### config.mk
export PLATFORM = sky130hd
export DESIGN_NAME = mem_block_summer
export DESIGN_NICKNAME = d
export VERILOG_FILES = /design/src/rtl/mem_block_summer.sv
export SDC_FILE = /design/constraint.sdc
export NUM_CORES = 1
export LEC_CHECK = 0
export BUFFER_PORTS_ARGS = -buffer_cell sky130_fd_sc_hd__buf_2
export CAP_MARGIN = 40
export CORE_AREA = 4 4 135 137
export CTS_CLUSTER_SIZE = 40
export DETAILED_ROUTE_END_ITERATION = 8
export DIE_AREA = 0 0 139 141
export HOLD_SLACK_MARGIN = 0.12
export PLACE_DENSITY = 0.48
export SYNTH_ARGS = -nofsm -noshare
export SYNTH_HDL_FRONTEND = slang
export SYNTH_SLANG_ARGS = --single-unit
### constraint.sdc
create_clock -name clk -period 3.4 [get_ports clk]
set_clock_uncertainty 0.05 [all_clocks]
set_input_delay 0.17 -clock clk [delete_from_list [all_inputs] [get_ports clk]]
set_output_delay 0.17 -clock clk [all_outputs]
set_load 0.01 [all_outputs]
### src/rtl/mem_block_summer.sv
// ---------------------------------------------------------------------------
// mem_block_summer
//
// Sequencer that drives the address, data and load inputs of the 8K x 8 data
// memory. On an accepted start it reads `count` consecutive bytes from `base`,
// accumulates them into a 16-bit sum with a sticky carry-out flag, and can
// optionally write the sum back (low byte at dest, high byte at dest+1).
//
// Ports:
//   clk        system clock, all state changes on the rising edge
//   rst        synchronous, active-high reset
//   start      request pulse, only looked at while idle
//   base       first address to read
//   count      number of bytes to sum (0 allowed)
//   dest       write-back address of the low byte
//   wb_en      1 = write the sum back after accumulation
//   busy       high while an operation is in progress
//   done       one-cycle completion pulse
//   sum        accumulated result, held until the next accepted start
//   overflow   sticky carry-out of the accumulator
//   mem_addr   memory address
//   mem_wdata  memory write data
//   mem_ld     memory load strobe (1 = write, 0 = read)
//   mem_rdata  memory read data, valid one cycle after a read address
// ---------------------------------------------------------------------------
module mem_block_summer #(
    parameter int AW = 13,
    parameter int DW = 8,
    parameter int SW = 16,
    parameter int CW = 13
) (
    input  logic          clk,
    input  logic          rst,
    input  logic          start,
    input  logic [AW-1:0] base,
    input  logic [CW-1:0] count,
    input  logic [AW-1:0] dest,
    input  logic          wb_en,
    output logic          busy,
    output logic          done,
    output logic [SW-1:0] sum,
    output logic          overflow,
    output logic [AW-1:0] mem_addr,
    output logic [DW-1:0] mem_wdata,
    output logic          mem_ld,
    input  logic [DW-1:0] mem_rdata
);

    typedef enum logic [2:0] {
        S_IDLE,
        S_ADDR,
        S_ACC,
        S_WB_LO,
        S_WB_HI,
        S_DONE
    } state_t;

    state_t        state_q,     state_d;
    logic [AW-1:0] ptr_q,       ptr_d;
    logic [CW-1:0] rem_q,       rem_d;
    logic [AW-1:0] dest_q,      dest_d;
    logic          wb_en_q,     wb_en_d;
    logic [SW-1:0] sum_q,       sum_d;
    logic          overflow_q,  overflow_d;
    logic          busy_q,      busy_d;
    logic          done_q,      done_d;
    logic [AW-1:0] mem_addr_q,  mem_addr_d;
    logic [DW-1:0] mem_wdata_q, mem_wdata_d;
    logic          mem_ld_q,    mem_ld_d;

    // One extra bit on the adder captures the carry-out for the sticky flag.
    logic [SW:0]   acc_sum;

    always_comb begin
        // NOTE: every signal assigned here gets a default first, so no path
        // through the case statements can leave one unassigned and infer a latch.
        state_d     = state_q;
        ptr_d       = ptr_q;
        rem_d       = rem_q;
        dest_d      = dest_q;
        wb_en_d     = wb_en_q;
        sum_d       = sum_q;
        overflow_d  = overflow_q;
        busy_d      = 1'b0;
        done_d      = 1'b0;
        mem_addr_d  = mem_addr_q;
        mem_wdata_d = mem_wdata_q;
        mem_ld_d    = 1'b0;
        acc_sum     = {1'b0, sum_q} + {{(SW + 1 - DW){1'b0}}, mem_rdata};

        // Next-state and datapath updates.
        case (state_q)
            S_IDLE: begin
                if (start) begin
                    ptr_d      = base;
                    rem_d      = count;
                    dest_d     = dest;
                    wb_en_d    = wb_en;
                    sum_d      = '0;
                    overflow_d = 1'b0;
                    if (count != '0) begin
                        state_d = S_ADDR;
                    end else if (wb_en) begin
                        state_d = S_WB_LO;
                    end else begin
                        state_d = S_DONE;
                    end
                end
            end
            S_ADDR: begin
                state_d = S_ACC;
            end
            S_ACC: begin
                // mem_rdata now holds the byte addressed during S_ADDR.
                sum_d      = acc_sum[SW-1:0];
                overflow_d = overflow_q | acc_sum[SW];
                ptr_d      = ptr_q + AW'(1);
                rem_d      = rem_q - CW'(1);
                if (rem_q != CW'(1)) begin
                    state_d = S_ADDR;
                end else if (wb_en_q) begin
                    state_d = S_WB_LO;
                end else begin
                    state_d = S_DONE;
                end
            end
            S_WB_LO: begin
                state_d = S_WB_HI;
            end
            S_WB_HI: begin
                state_d = S_DONE;
            end
            S_DONE: begin
                state_d = S_IDLE;
            end
            default: begin
                state_d = S_IDLE;
            end
        endcase

        // Outputs are registered, so they are decoded from the state being
        // entered; this keeps them glitch-free and aligned with that state.
        case (state_d)
            S_ADDR, S_ACC: begin
                busy_d     = 1'b1;
                mem_addr_d = ptr_d;
            end
            S_WB_LO: begin
                busy_d      = 1'b1;
                mem_addr_d  = dest_d;
                mem_wdata_d = sum_d[DW-1:0];
                mem_ld_d    = 1'b1;
            end
            S_WB_HI: begin
                busy_d      = 1'b1;
                mem_addr_d  = dest_d + AW'(1);
                mem_wdata_d = sum_d[2*DW-1:DW];
                mem_ld_d    = 1'b1;
            end
            S_DONE: begin
                done_d = 1'b1;
            end
            default: begin
            end
        endcase
    end

    always_ff @(posedge clk) begin
        // NOTE: the reset branch covers every flop, including the latched
        // operands, so an aborted operation leaves nothing stale behind.
        if (rst) begin
            state_q     <= S_IDLE;
            ptr_q       <= '0;
            rem_q       <= '0;
            dest_q      <= '0;
            wb_en_q     <= 1'b0;
            sum_q       <= '0;
            overflow_q  <= 1'b0;
            busy_q      <= 1'b0;
            done_q      <= 1'b0;
            mem_addr_q  <= '0;
            mem_wdata_q <= '0;
            mem_ld_q    <= 1'b0;
        end else begin
            // NOTE: non-blocking assignments so every flop samples the values
            // from before this edge, independent of statement order.
            state_q     <= state_d;
            ptr_q       <= ptr_d;
            rem_q       <= rem_d;
            dest_q      <= dest_d;
            wb_en_q     <= wb_en_d;
            sum_q       <= sum_d;
            overflow_q  <= overflow_d;
            busy_q      <= busy_d;
            done_q      <= done_d;
            mem_addr_q  <= mem_addr_d;
            mem_wdata_q <= mem_wdata_d;
            mem_ld_q    <= mem_ld_d;
        end
    end

    assign busy      = busy_q;
    assign done      = done_q;
    assign sum       = sum_q;
    assign overflow  = overflow_q;
    assign mem_addr  = mem_addr_q;
    assign mem_wdata = mem_wdata_q;
    assign mem_ld    = mem_ld_q;

endmodule

# After elaboration in Yosys (flattened, before gate mapping)

Cells that the tools add are included.

Input port bits: 51
Output and inout bits: 41
Register bits: 84

$add $sub $neg: 4
Reduce and logical (&&, ||, !) cells: 10
Bitwise operators: 1
Muxes and demuxes: 21
Equality and inequality tests: 11

Operators with widths:

| cell                  | count |
|---|---|
| $mux 13               | 4 |
| $pmux 13 s2           | 2 |
| $pmux 13 s3           | 1 |
| $pmux 16 s2           | 1 |
| $add 13x1->13 const B | 2 |
| $add 16x8->17         | 1 |
| $mux 16               | 1 |
| $pmux 8 s2            | 1 |
| $mux 3                | 5 |
| $pmux 3 s5            | 1 |
| $ne 13x1->1 const B   | 1 |
| $reduce_bool 13->1    | 1 |
| $sub 13x1->13 const B | 1 |
| $eq 3x2->1 const B    | 4 |
| $eq 3x3->1 const B    | 3 |
| $eq 3x1->1 const B    | 2 |
| $mux 1                | 4 |
| $reduce_and 2->1      | 2 |
| $reduce_bool 2->1     | 2 |
| $reduce_or 2->1       | 2 |
| $reduce_or 4->1       | 1 |
| $logic_not 3->1       | 1 |
| $reduce_bool 3->1     | 1 |
| $ne 2x2->1 const B    | 1 |
| 2 further kinds       | 2 |

# Depth between registers and ports, before layout

Depth after elaboration: 7
Gate-level depth with buffers: 13
Gate-level depth less buffers: 10

# Least setup slack after synthesis

No wires, ideal clock.

Path type: register -> register
Start point: reg state_q[1]
End point: reg mem_addr_q[12] (netlist: mem_addr[12])
Data required time: 3275 ps
Arrival: 2471 ps
Path buffers: 3
Setup time: 75 ps
Setup slack: 804 ps
Stages on the path, launching flop included: 12
Path through: dfxtp_1 buf_2 nor4b_1 buf_2 clkbuf_1 nand2_1 nand2_1 ha_1 o21ai_0 a21oi_1 mux2_2 o22ai_1

Elaborated cells between the ends (all ways): 17
Those cells by class: add/sub (1); eq/ne (8); mux (5); reduce/logical (3)

RTL lines:

| what                   | line | text |
|---|---|---|
| from (decl)            | 58   | `state_t state_q, state_d;` |
| from (signal assigned) | 187  | `state_q <= state_d;` |
| $logic_not 3->1        | 92   | `case (state_q)` |
| $mux 13                | 92   |  |
| named net dest_d[1]    | 61   | `logic [AW-1:0] dest_q, dest_d;` |
| $add 13x1->13          | 156  | `mem_addr_d = dest_d + AW'(1);` |
| $pmux 13 s3            | 143  | `case (state_d)` |
| to (signal assigned)   | 196  | `mem_addr_q <= mem_addr_d;` |
| to (decl)              | 67   | `logic [AW-1:0] mem_addr_q, mem_addr_d;` |

The timed path passes the listed nets, and every way through them passes these cells.
A chain may end at the register's enable or synchronous reset.

# Final worst setup path

Start point: reg state_q[0]
End point: reg mem_addr_q[7] (netlist: mem_addr[7])

Cells in the longest elaborated chain, start to end: 5
Elaborated cells between the ends (all ways): 17
Those cells by class: add/sub (1); eq/ne (8); mux (5); reduce/logical (3)

RTL lines:

| what |
|---|
| parallel branches: the longest is 5 deep, another holds $add 13x1->13 |

Parallel ways; which one is timed is not known.

==> metrics.yaml <==
grt_pass1_wl_um: 28500
num_vias: 5385
reg2reg_slack_ns: 0.67
post-dp-hpwl_um: 13300
fin_crit_ns: 2.73
synth_commonest_cells: "84 x dfxtp_1, 72 x nand2_1, 68 x nor2_1"
synth_top_area_frac: 0.333
drv_cap: 0
die_y_um: 141
clockBufferDepth: 2
grt_max_degree: 35
clock_latency_ns: 0.34
met3_usage: 0.0285
min_path_type: "in -> reg"
post-route-period-util: 0.803
yosys_register_bits: 84
cp_max_fo: 16
synth_async_sr_flop_share: 0
status: "completed"
rr_worst_depth: 7
cts_max_level: 3
core_um2: 17100
ys_types: 66
yosysMostFrequentCell: "dfxtp_1"
cp.required_ns: 3.57
min_to: "rem_q[2]"
drt-vias-per-instance: 5.45
gp_congestion: 0.918
dieWidth_um: 139
yosysWarnings: 0
dpl_cell_area_um2: 5780
final_util: 0.364
drtPass1Iterations: 7
clkTransAtPathRegs_ns: 0.07
startpoint: "state_q[0]"
n_antenna_cell: 0
path_class: "reg -> reg"
worst_slew_pin_slew_ns: 0.775
end_kind: "flip-flop"
critPathSlowestCell: "nor4b_2"
die-area_um2: 19600
peakVddDrop_uv: 233
wl_per_cell_um: 18.2
cts_buffers: 9
use_met2: 0.300
power_leakage_nw: 2.55
postSynthAreaPerCell_um2: 7.57
min_path_cells: 3
seq_area_frac_synth: 0.333
grt_usage: 0.179
maxSlewHeadroom: 0.480
hold_viol_final: 0
final_cell_area_um2: 6200
finalWirelength_um: 17900
syn_nets: 732
grt-busiest-layer: "met2"
ios: 92
r2r-start: "state_q[0]"
postRouteAntennaNets: 0
cp_cell_sequence: "nor4b_2 -> buf_4 -> mux2i_1 -> inv_1 -> xnor2_1 -> a222oi_1 -> a211oi_1"
cp-start-kind: "flip-flop"
hp-start: "count[2]"
syn_inst: 668
clock-sinks: 84
post_cts_buffers: 0
cts_resized: 0
synth_largest_area_cell: "dfxtp_1"
finalMaxSlewViolations: 0
fp-row-count: 48
finalSetupTns_ns: 0
antenna_found_initial: 0
critPathMaxStageDelay_ns: 0.66
fmax_mhz: 366
powerDensity_nw_per_um2: 440
drtIter0Drc: 407
met1_usage: 0.239
synth_flop_cell: "dfxtp_1"
area_growth_pct: 22.7
cts_tree: "built"
r2r_end: "mem_addr[7]"
arrival_ns: 2.90
synth_area_leaders: "dfxtp_1 33%, a21oi_1 5.3%, nand2_1 5.3%"
overflow: 0
drc: 0
initial_core_util: 0.296
rsz0062_at_grt: "no"
root_buffer: "clkbuf_16"
nets: 822
setup_viol_count_final: 0
nFillCells: 1847
io_buffers: 91
syn_area_um2: 5060
synth_edf_count: 0
final_layout_size_suffix_gt1_frac: 0.187
grt_pass1_vias: 5211
-- worst max-delay path, delay by kind of cell (launching register included) --
kind / cells / cell delay, ns
buffers and inverters: 2 / 0.53
AOI/OAI and AO/OA: 2 / 0.49
DFF: 1 / 0.41
and+or+nand+nor: 1 / 0.66
xor gates and xnor gates: 1 / 0.14
muxes: 1 / 0.33
-- power breakdown --
| part | switching [mW] | internal (mW) | total (mW) | leakage, nW |
|---|---|---|---|---|
| Combinational | 0.348 | 0.234 | 0.581 | 1.72 |
| Sequential | 0.0761 | 1.05 | 1.13 | 0.689 |
| Clock | 0.441 | 0.574 | 1.01 | 0.142 |
-- state kept, by name, indices dropped and copies added (netlist names) --
register,count
sum,16
mem_wdata,8
busy,1
dest_q,13
wb_en_q,1
done,1
mem_ld,1
state_q,3
ptr_q,13
mem_addr,13
overflow,1
rem_q,13
-- layout by cell type (no fill, tap or decap), drive strengths merged, types with 6 or more instances in the layout --
master and instances:
or2 7, nand2 72, and2 10, dfxtp 84
mux2i 17, a21oi 54, nor2 68, buf 113
and3 7, o21ai 39, clkbuf 9, nand4 9
a211oi 6, ha 12, nand2b 8, o22ai 12
dlygate4sd3 12, a31oi 13, xnor2 9, a22oi 8
nor3 26, nor4 13, nand3 27, nor4b 7
inv 24, a221oi 8
-- stage by stage --
stage	hold WS (ns)	std cells	power (mW)	worst slack (ns)
after floorplan	0.256	668	1.50	0.804
after global placement	0.394	960	1.72	0.650
after detailed placement	0.394	960	1.72	0.683
after CTS	0.122	988	2.75	0.657
after global routing	0.143	988	2.86	0.485
final	0.125	988	2.73	0.671
-- worst max-delay path by stage --
| stage | end | slack, ns | cells past startpoint |
|---|---|---|---|
| after detailed placement | mem_addr[11] | 0.68 | 6 |
| after floorplan | mem_addr[12] | 0.80 | 11 |
| after CTS | mem_addr[11] | 0.66 | 6 |
| after global routing | mem_addr[7] | 0.49 | 7 |
| after global placement | mem_addr[11] | 0.65 | 6 |
| final | mem_addr[7] | 0.67 | 7 |
-- repair_timing --
| action | in CTS | in global routing |
|---|---|---|
| hold buffers | 12 | 0 |
| endpoints found under the hold margin | 12 | 0 |
| endpoints found under the setup margin | 0 | 0 |
-- metal layers --
layer,up-vias,part of all wire
met5,-,0
met4,0,0.018
met3,23,0.043
met2,138,0.47
met1,2590,0.47
li1,2634,-
-- kinds of logic (layout without fill, tap and decap cells) --
group,count (synthesis),after routing,share of synthesized area
xor+xnor,13,13,0.0225
buf+inv,69,164,0.0539
compound gates,193,193,0.251
fa+ha+maj,13,13,0.0337
flops,84,84,0.333
mux,19,19,0.0381
simple gates,277,277,0.268
-- area by class of cell --
cell class,instances,area [um2],area share
repair buffers,125,741,0.119
well taps,225,282,0.0454
flip-flops and latches,84,1680,0.271
multi-input cells,515,3110,0.502
inverters,23,86.3,0.0139
clock inverters,7,76.3,0.0123
clock buffers,9,225,0.0363
No activity file was read; power rests on OpenSTA's default activity.
